File: src/rtl/assoc_branch_target_buffer_pkg.sv
// Shared LC-3b types for the branch target buffer; widths follow the block's
// default geometry (8 sets, 2 ways, 2-bit counters).
package lc3b_types;
  typedef logic [15:0] lc3b_word;

  localparam int BTB_NUM_SETS  = 8;
  localparam int BTB_NUM_WAYS  = 2;
  localparam int BTB_CTR_WIDTH = 2;
  localparam int BTB_IDX_W     = $clog2(BTB_NUM_SETS);
  localparam int BTB_TAG_W     = 15 - BTB_IDX_W;

  typedef logic [BTB_IDX_W-1:0] btb_index;
  typedef logic [BTB_TAG_W-1:0] btb_tag;

  typedef enum logic {
    BTB_IDLE  = 1'b0,
    BTB_FLUSH = 1'b1
  } btb_fsm_state;
endpackage

File: src/rtl/assoc_branch_target_buffer_if.sv
// Fetch-side lookup, resolve-side update and flush signals of the BTB.
interface assoc_branch_target_buffer_if;
  import lc3b_types::*;

  lc3b_word lookup_pc;
  logic     lookup_hit;
  logic     predict_taken;
  lc3b_word predicted_target;
  logic     update_valid;
  lc3b_word update_pc;
  lc3b_word update_target;
  logic     update_taken;
  logic     flush;
  logic     flush_busy;

  modport master (
    output lookup_pc, update_valid, update_pc, update_target, update_taken, flush,
    input  lookup_hit, predict_taken, predicted_target, flush_busy
  );

  modport slave (
    input  lookup_pc, update_valid, update_pc, update_target, update_taken, flush,
    output lookup_hit, predict_taken, predicted_target, flush_busy
  );
endinterface

File: src/rtl/assoc_branch_target_buffer_set_way.sv
// One way of the BTB: valid/tag/target/counter per set, with a lookup read
// port, an update read port and a single write port.
module btb_set_way
  import lc3b_types::*;
#(
  parameter int NUM_SETS  = BTB_NUM_SETS,
  parameter int IDX_W     = BTB_IDX_W,
  parameter int TAG_W     = BTB_TAG_W,
  parameter int CTR_WIDTH = BTB_CTR_WIDTH
) (
  input  logic                 clk,
  input  logic                 reset_n,
  input  logic [IDX_W-1:0]     lk_idx,
  input  logic [TAG_W-1:0]     lk_tag,
  output logic                 lk_hit,
  output lc3b_word             lk_target,
  output logic [CTR_WIDTH-1:0] lk_ctr,
  input  logic [IDX_W-1:0]     up_idx,
  input  logic [TAG_W-1:0]     up_tag,
  output logic                 up_valid,
  output logic                 up_hit,
  output logic [CTR_WIDTH-1:0] up_ctr,
  input  logic                 wr_en,
  input  lc3b_word             wr_target,
  input  logic [CTR_WIDTH-1:0] wr_ctr,
  input  logic                 clr_en,
  input  logic [IDX_W-1:0]     clr_idx
);
  logic [NUM_SETS-1:0]  valid;
  logic [TAG_W-1:0]     tag    [NUM_SETS];
  lc3b_word             target [NUM_SETS];
  logic [CTR_WIDTH-1:0] ctr    [NUM_SETS];

  // Reads are combinational, so a same-cycle write is only seen next cycle.
  assign lk_hit    = valid[lk_idx] && (tag[lk_idx] == lk_tag);
  assign lk_target = lk_hit ? target[lk_idx] : '0;
  assign lk_ctr    = ctr[lk_idx];
  assign up_valid  = valid[up_idx];
  assign up_hit    = valid[up_idx] && (tag[up_idx] == up_tag);
  assign up_ctr    = ctr[up_idx];

  always_ff @(posedge clk or negedge reset_n) begin
    if (!reset_n) begin
      valid <= '0;
    end else if (clr_en) begin
      valid[clr_idx] <= 1'b0;
    end else if (wr_en) begin
      valid[up_idx] <= 1'b1;
    end
  end

  always_ff @(posedge clk) begin
    if (wr_en) begin
      tag[up_idx]    <= up_tag;
      target[up_idx] <= wr_target;
      ctr[up_idx]    <= wr_ctr;
    end
  end
endmodule

File: src/rtl/assoc_branch_target_buffer.sv
// Set-associative branch target buffer with saturating direction counters,
// round-robin replacement and a one-set-per-cycle flush walk.
module assoc_branch_target_buffer
  import lc3b_types::*;
#(
  parameter int NUM_SETS  = BTB_NUM_SETS,
  parameter int NUM_WAYS  = BTB_NUM_WAYS,
  parameter int CTR_WIDTH = BTB_CTR_WIDTH
) (
  input  logic clk,
  input  logic reset_n,
  assoc_branch_target_buffer_if.slave bus
);
  localparam int IDX_W = $clog2(NUM_SETS);
  localparam int TAG_W = 15 - IDX_W;
  localparam int PTR_W = (NUM_WAYS > 1) ? $clog2(NUM_WAYS) : 1;
  localparam logic [CTR_WIDTH-1:0] CTR_MAX  = '1;
  localparam logic [CTR_WIDTH-1:0] CTR_INIT = CTR_WIDTH'(1) << (CTR_WIDTH - 1);

  btb_fsm_state         state;
  logic [IDX_W-1:0]     flush_idx;
  logic                 flush_busy_q;

  logic [IDX_W-1:0]     lk_idx, up_idx;
  logic [TAG_W-1:0]     lk_tag, up_tag;

  logic [NUM_WAYS-1:0]                lk_hit, up_valid, up_hit, wr_en;
  logic [NUM_WAYS-1:0][15:0]          lk_target;
  logic [NUM_WAYS-1:0][CTR_WIDTH-1:0] lk_ctr, up_ctr;

  logic                 lk_any;
  lc3b_word             lk_sel_target;
  logic [CTR_WIDTH-1:0] lk_sel_ctr;
  logic                 upd_en, upd_any, alloc, set_full;
  logic [CTR_WIDTH-1:0] hit_ctr, wr_ctr;
  logic [PTR_W-1:0]     victim;
  logic [NUM_SETS-1:0][PTR_W-1:0] rr_ptr;

  logic                 hit_q, taken_q;
  lc3b_word             target_q;
  logic                 unused_pc_lsb;

  assign lk_idx = bus.lookup_pc[IDX_W:1];
  assign lk_tag = bus.lookup_pc[15:IDX_W+1];
  assign up_idx = bus.update_pc[IDX_W:1];
  assign up_tag = bus.update_pc[15:IDX_W+1];
  assign unused_pc_lsb = bus.lookup_pc[0] ^ bus.update_pc[0];

  for (genvar w = 0; w < NUM_WAYS; w++) begin : g_way
    btb_set_way #(
      .NUM_SETS (NUM_SETS),
      .IDX_W    (IDX_W),
      .TAG_W    (TAG_W),
      .CTR_WIDTH(CTR_WIDTH)
    ) u_way (
      .clk      (clk),
      .reset_n  (reset_n),
      .lk_idx   (lk_idx),
      .lk_tag   (lk_tag),
      .lk_hit   (lk_hit[w]),
      .lk_target(lk_target[w]),
      .lk_ctr   (lk_ctr[w]),
      .up_idx   (up_idx),
      .up_tag   (up_tag),
      .up_valid (up_valid[w]),
      .up_hit   (up_hit[w]),
      .up_ctr   (up_ctr[w]),
      .wr_en    (wr_en[w]),
      .wr_target(bus.update_target),
      .wr_ctr   (wr_ctr),
      .clr_en   (state == BTB_FLUSH),
      .clr_idx  (flush_idx)
    );
    assign wr_en[w] = upd_en && (upd_any ? up_hit[w] : (alloc && victim == PTR_W'(w)));
  end

  // At most one way matches, so an OR-reduce acts as the way mux.
  always_comb begin
    lk_any        = 1'b0;
    lk_sel_target = '0;
    lk_sel_ctr    = '0;
    hit_ctr       = '0;
    for (int w = 0; w < NUM_WAYS; w++) begin
      if (lk_hit[w]) begin
        lk_any        = 1'b1;
        lk_sel_target = lk_sel_target | lk_target[w];
        lk_sel_ctr    = lk_sel_ctr | lk_ctr[w];
      end
      if (up_hit[w]) hit_ctr = hit_ctr | up_ctr[w];
    end
  end

  // Lowest invalid way wins; otherwise fall back to the set's round-robin way.
  always_comb begin
    victim = rr_ptr[up_idx];
    for (int w = NUM_WAYS - 1; w >= 0; w--) begin
      if (!up_valid[w]) victim = PTR_W'(w);
    end
  end

  assign upd_en   = bus.update_valid && (state == BTB_IDLE);
  assign upd_any  = |up_hit;
  assign set_full = &up_valid;
  assign alloc    = upd_en && !upd_any && bus.update_taken;

  always_comb begin
    wr_ctr = CTR_INIT;
    if (upd_any) begin
      if (bus.update_taken) wr_ctr = (hit_ctr == CTR_MAX) ? CTR_MAX : hit_ctr + CTR_WIDTH'(1);
      else                  wr_ctr = (hit_ctr == '0) ? '0 : hit_ctr - CTR_WIDTH'(1);
    end
  end

  always_ff @(posedge clk or negedge reset_n) begin
    if (!reset_n) begin
      rr_ptr <= '0;
    end else if (alloc && set_full) begin
      rr_ptr[up_idx] <= (rr_ptr[up_idx] == PTR_W'(NUM_WAYS - 1)) ? '0
                                                                 : rr_ptr[up_idx] + PTR_W'(1);
    end
  end

  always_ff @(posedge clk or negedge reset_n) begin
    if (!reset_n) begin
      state        <= BTB_IDLE;
      flush_idx    <= '0;
      flush_busy_q <= 1'b0;
    end else begin
      case (state)
        BTB_IDLE: begin
          if (bus.flush) begin
            state        <= BTB_FLUSH;
            flush_idx    <= '0;
            flush_busy_q <= 1'b1;
          end
        end
        BTB_FLUSH: begin
          if (flush_idx == IDX_W'(NUM_SETS - 1)) begin
            state        <= BTB_IDLE;
            flush_busy_q <= 1'b0;
          end else begin
            flush_idx <= flush_idx + IDX_W'(1);
          end
        end
        default: begin
          state        <= BTB_IDLE;
          flush_busy_q <= 1'b0;
        end
      endcase
    end
  end

  always_ff @(posedge clk or negedge reset_n) begin
    if (!reset_n) begin
      hit_q    <= 1'b0;
      taken_q  <= 1'b0;
      target_q <= '0;
    end else if (state == BTB_IDLE) begin
      hit_q    <= lk_any;
      taken_q  <= lk_any && lk_sel_ctr[CTR_WIDTH-1];
      target_q <= lk_sel_target;
    end else begin
      hit_q    <= 1'b0;
      taken_q  <= 1'b0;
      target_q <= '0;
    end
  end

  assign bus.lookup_hit       = hit_q;
  assign bus.predict_taken    = taken_q;
  assign bus.predicted_target = target_q;
  assign bus.flush_busy       = flush_busy_q;
endmodule

File: src/flat_wrapper.sv
// flat-port wrapper written by rule: the top's interface ports become plain ports
module assoc_branch_target_buffer_flat import lc3b_types::*;
#(
  parameter int NUM_SETS  = BTB_NUM_SETS,
  parameter int NUM_WAYS  = BTB_NUM_WAYS,
  parameter int CTR_WIDTH = BTB_CTR_WIDTH
)
  (clk, reset_n, bus_lookup_pc, bus_update_valid, bus_update_pc, bus_update_target, bus_update_taken, bus_flush, bus_lookup_hit, bus_predict_taken, bus_predicted_target, bus_flush_busy);
  assoc_branch_target_buffer_if bus_i ();
  input  logic clk;
  input  logic reset_n;
  input wire logic [$bits(bus_i.lookup_pc)-1:0] bus_lookup_pc;
  input wire logic [$bits(bus_i.update_valid)-1:0] bus_update_valid;
  input wire logic [$bits(bus_i.update_pc)-1:0] bus_update_pc;
  input wire logic [$bits(bus_i.update_target)-1:0] bus_update_target;
  input wire logic [$bits(bus_i.update_taken)-1:0] bus_update_taken;
  input wire logic [$bits(bus_i.flush)-1:0] bus_flush;
  output wire logic [$bits(bus_i.lookup_hit)-1:0] bus_lookup_hit;
  output wire logic [$bits(bus_i.predict_taken)-1:0] bus_predict_taken;
  output wire logic [$bits(bus_i.predicted_target)-1:0] bus_predicted_target;
  output wire logic [$bits(bus_i.flush_busy)-1:0] bus_flush_busy;
  assign bus_i.lookup_pc = bus_lookup_pc;
  assign bus_i.update_valid = bus_update_valid;
  assign bus_i.update_pc = bus_update_pc;
  assign bus_i.update_target = bus_update_target;
  assign bus_i.update_taken = bus_update_taken;
  assign bus_i.flush = bus_flush;
  assign bus_lookup_hit = bus_i.lookup_hit;
  assign bus_predict_taken = bus_i.predict_taken;
  assign bus_predicted_target = bus_i.predicted_target;
  assign bus_flush_busy = bus_i.flush_busy;
  assoc_branch_target_buffer #(.NUM_SETS(NUM_SETS), .NUM_WAYS(NUM_WAYS), .CTR_WIDTH(CTR_WIDTH)) u_core (.clk(clk), .reset_n(reset_n), .bus(bus_i));
endmodule
File: config.mk
export PLATFORM = sky130hd
export DESIGN_NAME = assoc_branch_target_buffer_flat
export DESIGN_NICKNAME = d
export VERILOG_FILES = /design/src/rtl/assoc_branch_target_buffer_pkg.sv /design/src/rtl/assoc_branch_target_buffer_if.sv /design/src/rtl/assoc_branch_target_buffer_set_way.sv /design/src/rtl/assoc_branch_target_buffer.sv /design/src/flat_wrapper.sv
export SDC_FILE = /design/constraint.sdc
export NUM_CORES = 1
export LEC_CHECK = 0
export CAP_MARGIN = 20
export CORE_UTILIZATION = 39
export CTS_BUF_LIST = sky130_fd_sc_hd__clkbuf_8
export DETAILED_ROUTE_END_ITERATION = 12
export GPL_ROUTABILITY_DRIVEN = 0
export PLACE_DENSITY = 0.66
export SLEW_MARGIN = 30
export SYNTH_ARGS = -nofsm -noshare
export SYNTH_HDL_FRONTEND = slang
export SYNTH_SLANG_ARGS = --single-unit
export TNS_END_PERCENT = 50
File: constraint.sdc
create_clock -name clk -period 4.35 [get_ports clk]
set_input_delay 0.6525 -clock clk [delete_from_list [all_inputs] [get_ports clk]]
set_output_delay 0.6525 -clock clk [all_outputs]
set_load 0.005 [all_outputs]
==> results.json <==
{
  "path_clk_slew_ns": 0.06,
  "cts_resized": 0,
  "drt_iter0_markers": 1129,
  "regArea_mm2": 0.0156,
  "wl_per_cell_um": 25.0,
  "ys_seq_area_frac": 0.690,
  "dp_hpwl_um": 33900,
  "worst_skew_pair.late_latency_ns": 0.68,
  "synth-edff-count": 480,
  "power_density_mw_per_mm2": 412,
  "ys_ff_latch": 527,
  "grt_first_pass_wirelength_um": 81300,
  "final_core_util": 0.470,
  "min_path_type": "in2async",
  "switching_power_mw": 2.69,
  "slew_headroom": 0.381,
  "fin_setup_tns_ns": 0,
  "layout-drive-gt1-share": 0.277,
  "use_met3": 0.0390,
  "worstMarginPinSlew_ns": 0.928,
  "postCtsHoldBufs": 0,
  "yosysTopAreaCellShare": 0.638,
  "synth.largest_area_cell": "edfxtp_1",
  "crit_type": "in2reg",
  "viasPerCell": 5.56,
  "antenna_found_initial": 1,
  "run_status": "finished, final reports clean",
  "cts_tree": "yes",
  "synth.net_count": 1238,
  "multiInputGateArea_mm2": 0.00673,
  "cts.path.max_buffers": 3,
  "fin_crit_ns": 3.43,
  "cts_sinks": 527,
  "grtUsageTotal": 0.188,
  "p_seq_frac": 0.520,
  "cp_data_required_time_ns": 4.71,
  "grtUsageMet2": 0.307,
  "diodes": 0,
  "setup_viol": 0,
  "fmax_mhz": 292,
  "drt_first_pass_iters": 5,
  "post-route-period-util": 0.787,
  "vias": 12200,
  "syn_to_final_growth_pct": 18.3,
  "portBuffers": 69,
  "switching_share": 0.244,
  "synth_common_cells": "edfxtp_1 (480), mux4_2 (149), mux2i_1 (116)",
  "p_total_mw": 11.0,
  "fill_cells": 4867,
  "dieArea_mm2": 0.0589,
  "clockRootBuffer": "clkbuf_8",
  "rsz0062_at_grt": "no",
  "ys_warn_count": 0,
  "drv_cap": 0,
  "crit_fanout": 15,
  "syn_area_per_cell_um2": 19.1,
  "clock_skew_ns": 0.0316,
  "grt_max_degree": 50,
  "ys.flop_type": "edfxtp_1",
  "combPwrFrac": 0.094,
  "end_kind": "register",
  "ios": 72,
  "crit_arrival_ns": 3.78,
  "synth_area_leaders": "edfxtp_1 (64%), mux4_2 (15%), dfrtp_1 (5.2%)",
  "coreArea_mm2": 0.0568,
  "finalHoldViolCount": 0,
  "synth_most_common_cell": "edfxtp_1",
  "peakVddDrop_mv": 0.256,
  "h-tree-depth": 3,
  "synth_cell_types": 55,
  "drv_slew": 0,
  "grt_pass1_vias": 12800,
  "critPathLaunchType": "input pin",
  "die_h_um": 243,
  "start_util": 0.397,
  "die_x_um": 243,
  "drc": 0,
  "clockPowerShare": 0.386,
  "cts_buffers": 85,
  "finalWirelength_um": 54800,
  "synth_area_mm2": 0.0226,
  "num_rows": 87,
  "async_flop_share": 0.0892,
  "total_leakage_power_nw": 9.08,
  "grt_overflow": 0,
  "synthCells": 1183,
  "intPower_mw": 8.32,
  "drtAntennaViolNets": 0,
  "grt_use_met1": 0.252,
  "postCtsSetupRepairBufs": 0,
  "top_usage_layer": "met2",
  "nets": 1422
}
-- power by group through the flow --
stage                     clock [mW]  combinational, mW  sequential [mW]
after floorplan                    0              0.642             5.80
after detailed placement           0               1.04             5.83
after CTS                       4.36               1.05             5.72
after global placement             0               1.03             5.82
final                           4.25               1.04             5.73
after global routing            4.54               1.12             5.73
-- layer usage --
metal | up-vias | part of all wire
li1 | 5255 | -
met1 | 6343 | 0.42
met2 | 488 | 0.49
met3 | 112 | 0.067
met4 | 2 | 0.027
met5 | - | 0.00024
-- final timing paths --
kind / to / cells past startpoint / startpoint / slack (ns)
setup / recovery: u_core.g_way[1].u_way.tag[4][8] / 12 / bus_update_pc[3] / 0.92
hold / removal: u_core.bus.predicted_target[13] / 1 / reset_n / 0.11
setup reg to reg: u_core.g_way[1].u_way.tag[4][8] / 10 / u_core.g_way[1].u_way.tag[2][3] / 1.03
hold reg to reg: u_core.rr_ptr[0] / 1 / u_core.rr_ptr[0] / 0.50
max in group asynchronous: u_core.bus.flush_busy / 2 / reset_n / 3.34
min in group clk: u_core.rr_ptr[0] / 1 / u_core.rr_ptr[0] / 0.50
-- cell usage in the layout (no fill, tap or decap), types with 24 or more instances in the layout --
cell type / instances
mux2i_1: 116
nand2_1: 51
clkinv_1: 24
nor2_1: 31
xnor2_1: 36
edfxtp_1: 480
dfrtp_1: 47
buf_4: 73
clkdlybuf4s50_1: 62
buf_12: 26
mux4_2: 149
clkbuf_8: 97
-- stage by stage --
stage	hold WS (ns)	setup WS, ns	instance area (µm²)	cells
5_1_grt	0.0877	0.761	26700	2194
6_report	0.109	0.925	26700	2194
2_1_floorplan	0.357	0.0913	22600	1183
3_3_place_gp	0.476	0.316	25000	2036
3_5_place_dp	0.483	0.272	25000	2036
4_1_cts	0.0571	0.996	26700	2194
-- final cells by class --
type,count,area share
Clock inverter,62,0.0147
Clock buffer,96,0.0494
Multi-Input combinational cell,583,0.252
Inverter,4,0.000562
Sequential cell,527,0.583
Timing Repair Buffer,166,0.0647
Tap cell,756,0.0354
-- logic make-up after synthesis --
group / count (synthesis) / share of synthesized area
compound gates: 96 / 0.0312
xor+xnor: 50 / 0.0194
fa+ha+maj: 2 / 0.00111
buf+inv: 73 / 0.0169
flops: 527 / 0.690
mux: 279 / 0.208
simple gates: 156 / 0.0333
-- registers in the layout (all words and copies together), names as in the netlist --
signal / count
u_core.bus.lookup_hit: 1
u_core.g_way.u_way.tag: 192
u_core.bus.predict_taken: 1
u_core.flush_idx: 3
u_core.bus.flush_busy: 1
u_core.g_way.u_way.ctr: 32
u_core.g_way.u_way.target: 256
u_core.g_way.u_way.valid: 16
u_core.state: 1
u_core.rr_ptr: 8
u_core.bus.predicted_target: 16
-- worst max-delay path: stages --
cell,delay (ns)
buf_4,0.28
clkinv_1,0.36
buf_4,0.31
mux2i_1,0.19
xnor2_1,0.10
nor2_1,0.21
nand4_1,0.18
nor3_1,0.38
a31oi_2,0.10
buf_12,0.19
nor2_4,0.48
buf_4,0.31
Power figures use the tool's default switching activity.
